<file path="config.mk">
export PLATFORM = sky130hd
export DESIGN_NAME = fifo_wr_arbiter
export DESIGN_NICKNAME = d
export VERILOG_FILES = /design/src/rtl/fifo_arb_pkg.sv /design/src/rtl/fifo_wr_arbiter_rr_picker.sv /design/src/rtl/fifo_wr_arbiter.sv
export SDC_FILE = /design/constraint.sdc
export NUM_CORES = 1
export LEC_CHECK = 0
export BUFFER_PORTS_ARGS = -buffer_cell sky130_fd_sc_hd__buf_2
export CORE_ASPECT_RATIO = 1.4
export CORE_UTILIZATION = 49
export CTS_BUF_LIST = sky130_fd_sc_hd__clkbuf_16
export CTS_CLUSTER_DIAMETER = 80
export DETAILED_ROUTE_END_ITERATION = 16
export PLACE_DENSITY = 0.95
export SYNTH_ARGS = -nofsm -noshare
export SYNTH_HDL_FRONTEND = slang
export SYNTH_SLANG_ARGS = --single-unit
</file>
<file path="constraint.sdc">
create_clock -name clk -period 3.8 [get_ports clk]
set_input_delay 0.57 -clock clk [delete_from_list [all_inputs] [get_ports clk]]
set_output_delay 0.57 -clock clk [all_outputs]
set_load 0.01 [all_outputs]
</file>
<file path="src/rtl/fifo_arb_pkg.sv">
// Shared types and helpers for the FIFO write-port arbiter.
package fifo_arb_pkg;
  typedef enum logic {IDLE = 1'b0, LOCKED = 1'b1} arb_state_e;

  localparam int DATA_WIDTH_DEF = 8;

  // Index width for n items, never narrower than one bit.
  function automatic int idx_w(input int n);
    return (n > 1) ? $clog2(n) : 1;
  endfunction
endpackage

</file>
<file path="src/rtl/fifo_wr_arbiter_rr_picker.sv">
// Combinational cyclic picker: first request at/after i_ptr wins, one-hot grant out.
module rr_picker
  import fifo_arb_pkg::*;
#(
  parameter int NUM_REQ = 3,
  localparam int IW     = idx_w(NUM_REQ)
) (
  input  logic [NUM_REQ-1:0] i_req,
  input  logic [IW-1:0]      i_ptr,
  output logic [NUM_REQ-1:0] o_gnt,
  output logic               o_vld
);
  always_comb begin
    o_gnt = '0;
    for (int k = 0; k < NUM_REQ; k++) begin
      if ((o_gnt == '0) && i_req[IW'((int'(i_ptr) + k) % NUM_REQ)])
        o_gnt[IW'((int'(i_ptr) + k) % NUM_REQ)] = 1'b1;
    end
  end

  assign o_vld = |i_req;
endmodule

</file>
<file path="src/rtl/fifo_wr_arbiter.sv">
// Frame-locked write-port arbiter for the async FIFO write domain.
// Define FIFO_ARB_FIXED_PRIO_EN for fixed lowest-index priority instead of round-robin.
module fifo_wr_arbiter
  import fifo_arb_pkg::*;
#(
  parameter int NUM_REQ    = 3,
  parameter int DATA_WIDTH = DATA_WIDTH_DEF,
  parameter int MAX_FRAME  = 16,
  localparam int IW        = idx_w(NUM_REQ),
  localparam int CW        = idx_w(MAX_FRAME)
) (
  input  logic                          clk,
  input  logic                          rst,
  input  logic [NUM_REQ-1:0]            req,
  input  logic [NUM_REQ-1:0]            last,
  input  logic [NUM_REQ*DATA_WIDTH-1:0] data,
  input  logic                          wfull,
  output logic                          winc,
  output logic [DATA_WIDTH-1:0]         wdata,
  output logic [NUM_REQ-1:0]            ack,
  output logic                          owner_vld,
  output logic [IW-1:0]                 owner_id
);
  arb_state_e          r_state;
  logic [IW-1:0]       r_owner;
  logic [CW-1:0]       r_cnt;
  logic [IW-1:0]       w_ptr;
  logic [NUM_REQ-1:0]  w_gnt;
  logic                w_pick_vld;
  logic [IW-1:0]       w_win_idx;
  logic                w_oreq, w_olast, w_wr, w_release;
  logic [DATA_WIDTH-1:0] w_odata;

  rr_picker #(.NUM_REQ(NUM_REQ)) u_pick (
    .i_req (req),
    .i_ptr (w_ptr),
    .o_gnt (w_gnt),
    .o_vld (w_pick_vld)
  );

  always_comb begin
    w_win_idx = '0;
    w_oreq    = 1'b0;
    w_olast   = 1'b0;
    w_odata   = '0;
    for (int i = 0; i < NUM_REQ; i++) begin
      if (w_gnt[i]) w_win_idx = IW'(i);
      if (r_owner == IW'(i)) begin
        w_oreq  = req[i];
        w_olast = last[i];
        w_odata = data[i*DATA_WIDTH +: DATA_WIDTH];
      end
    end
  end

  assign w_wr      = (r_state == LOCKED) && w_oreq && !wfull;
  assign w_release = w_wr && (w_olast || (r_cnt == CW'(MAX_FRAME - 1)));

  assign winc      = w_wr;
  assign wdata     = (r_state == LOCKED) ? w_odata : '0;
  assign owner_vld = (r_state == LOCKED);
  assign owner_id  = r_owner;

  always_comb begin
    ack = '0;
    for (int i = 0; i < NUM_REQ; i++)
      if (w_wr && (r_owner == IW'(i))) ack[i] = 1'b1;
  end

  always_ff @(posedge clk) begin
    if (rst) begin
      r_state <= IDLE;
      r_owner <= '0;
      r_cnt   <= '0;
    end else begin
      case (r_state)
        IDLE: if (w_pick_vld) begin
          r_state <= LOCKED;
          r_owner <= w_win_idx;
          r_cnt   <= '0;
        end
        LOCKED: if (w_release) begin
          r_state <= IDLE;
          r_cnt   <= '0;
        end else if (w_wr) begin
          r_cnt   <= r_cnt + CW'(1);
        end
        default: r_state <= IDLE;
      endcase
    end
  end

`ifdef FIFO_ARB_FIXED_PRIO_EN
  assign w_ptr = '0;
`else
  // Next search starts just past the requester that last released.
  logic [IW-1:0] r_ptr;
  always_ff @(posedge clk) begin
    if (rst)
      r_ptr <= '0;
    else if (w_release)
      r_ptr <= (r_owner == IW'(NUM_REQ - 1)) ? '0 : r_owner + IW'(1);
  end
  assign w_ptr = r_ptr;
`endif
endmodule
</file>
==> impl_metrics.json <==
{
  "post-route-period-util_pct": 72.1,
  "cts_setup_buffers": 0,
  "cts-resized-gates": 0,
  "synth-simple-area-share_pct": 30.7,
  "vias_per_cell": 6.00,
  "ant_nets": 0,
  "portBuffers": 47,
  "grt_max_degree": 21,
  "fin_area_sq_mm": 0.00130,
  "cts_buffers": 3,
  "crit_fanout": 20,
  "fin_nets": 205,
  "yosys_warnings": 0,
  "place_congestion": 0.856,
  "fillCellCount": 172,
  "worstPathRequired_ns": 3.23,
  "syn_area_sq_um": 1000,
  "grt_util_all_layers_pct": 25.4,
  "ys_ff_latch": 9,
  "rsz0062_at_grt": "false",
  "seq_area_frac_synth_pct": 18.0,
  "total_leakage_power_uw": 0.000580,
  "syn_inst": 123,
  "status": "completed",
  "synthAdderAreaFrac_pct": 6.26,
  "clock.fmax_mhz": 365,
  "coreArea_sq_mm": 0.00195,
  "ir_drop_mv": 0.308,
  "dr.pass1.iters": 6,
  "p_per_area_mw_per_mm2": 291,
  "drive_gt1_share_pct": 34.3,
  "crit_arrival_ns": 2.17,
  "synth_mux_area_share_pct": 12.6,
  "tightest_slew_ns": 0.838,
  "relSlewSlack_pct": 44.1,
  "synth_top_family_by_area": "simple AND/OR/NAND/NOR gates",
  "clk_pin_slew_worst_paths_ns": 0.04,
  "synth_xor_area_share_pct": 0,
  "placed_area_sq_mm": 0.00122,
  "grt_overflow_total": 0,
  "ctsHtreeMaxLevel": 1,
  "grt_pass1_vias": 1000,
  "start_util_pct": 51.3,
  "synth-compound-area-share_pct": 25.8,
  "yosysUniqueCellTypes": 41,
  "n_antenna_cell": 0,
  "synth_nets": 161,
  "start_kind": "flip-flop",
  "maxCapViolCount": 0,
  "slew_viol_final": 0,
  "clock_latency_ns": 0.24,
  "finalHoldViolCount": 0,
  "crit_path_end_kind": "output pin",
  "setup_viol": 0,
  "dp_hpwl_mm": 2.01,
  "fin_crit_ns": 2.74,
  "async_reset_ff_share_pct": 0,
  "rows": 19,
  "die_y_um": 55.4,
  "criticalPathCategory": "flip-flop to output pin",
  "setup_tns_ns": 0,
  "clk_path_buf_depth": 2,
  "die-area_sq_mm": 0.00223,
  "post-route-drc-count": 0,
  "synth_edf_count": 0,
  "holdBufCountCts": 0,
  "skew_ns": 0.000991,
  "io_pins": 48,
  "root_buffer": "clkbuf_16",
  "wl_per_cell_um": 14.3,
  "grt_pass1_wl_mm": 4.08,
  "vias": 1122,
  "cts_tree": "done",
  "synthFlopType": "dfxtp_1",
  "synth.avg_cell_area_sq_um": 8.13,
  "wirelength_mm": 2.67,
  "fp.dieW_um": 40.2,
  "antenna_found_initial": 0,
  "drt_iter0_drc": 23,
  "clock-sinks": 9,
  "hold_path.class": "flip-flop to flip-flop",
  "area_delta_synth_final_pct": 30.0
}
==> layer usage <==
metal / wire length (um) / GRT usage, % / vias up
met5: 0 / 0 / -
met4: 50 / 11.0 / 0
met3: 147 / 4.02 / 7
met2: 1440 / 45.6 / 43
met1: 1030 / 26.3 / 524
li1: - / - / 548
==> final cells by class <==
type	count	area, sq um	share of cell area, %
well taps	21	26.3	2.02
inverters	5	18.8	1.44
clock inverters	1	3.75	0.289
clock buffers	3	75.1	5.77
repair buffers	48	243	18.7
multi-input cells	100	753	57.9
flip-flops and latches	9	180	13.9
==> state kept, by name (all words and copies together), names as in the netlist <==
signal,cells
owner_vld,1
owner_id,2
r_ptr,2
r_cnt,4
==> worst max-delay path, cell delays in order, from the launching register on <==
cell      delay (ns)
dfxtp_1         0.86
nand2b_1        0.23
a21o_1          0.39
nor2_1          0.12
and3_1          0.20
buf_2           0.13
==> cell usage after synthesis, types with 3 or more instances <==
cell       count  area, sq um
ha_1           5         62.6
dfxtp_1        9          180
a21oi_1        4         20.0
o2111ai_1      3         26.3
mux2i_1       10          100
nand4b_1       4         35.0
and2_1         8         50.1
and3_1         3         18.8
o21ai_0       10         50.1
inv_1          5         18.8
nor2_1         4         15.0
o31ai_1        3         22.5
clkbuf_1       5         18.8
nor2b_1        3         18.8
nand3_1        5         25.0
nand2b_1       3         18.8
nand2_1        8         30.0
nand3b_1       3         22.5
==> placed cells by master (no fill, tap or decap), drive strengths merged, types with 4 or more instances in the layout <==
master / synthesis / routed
ha: 5 / 5
o21ai: 10 / 10
buf: 4 / 48
nand4b: 4 / 4
a21oi: 4 / 4
and2: 8 / 8
inv: 5 / 6
mux2i: 10 / 10
nor2: 4 / 4
nand3: 5 / 5
nand2: 8 / 8
dfxtp: 9 / 9
==> kinds of logic after synthesis <==
family / count (synthesis)
adder cells (fa/ha/maj): 5
buffers and inverters: 14
multiplexers: 12
flip-flops: 9
AND/OR/NAND/NOR: 50
AO/OA/AOI/OAI: 33
==> through the flow <==
step	instances	setup slack (ns)	utilization, %	hold WS, ns	power [uW]
after floorplan	123	1.62	-	0.481	159
after global placement	183	1.45	62.6	0.511	191
after detailed placement	183	1.34	62.6	0.522	195
after CTS	187	1.09	66.7	0.525	379
after global routing	187	0.887	66.7	0.538	394
final	187	1.06	66.7	0.525	378
==> power by group <==
group	switching, uW	internal [uW]
clock network	45.8	137
logic	47.6	41.9
registers	8.12	97.7
==> final timing paths <==
| check | from | end | slack (ns) | cells after the start |
|---|---|---|---|---|
| max | owner_id[1] | ack[2] | 1.06 | 5 |
| min | r_cnt[1] | r_cnt[1] | 0.53 | 2 |
| max reg2reg | owner_id[0] | r_ptr[0] | 1.52 | 4 |
| min reg2reg | r_cnt[1] | r_cnt[1] | 0.53 | 2 |
No activity file was read; power rests on OpenSTA's default activity.
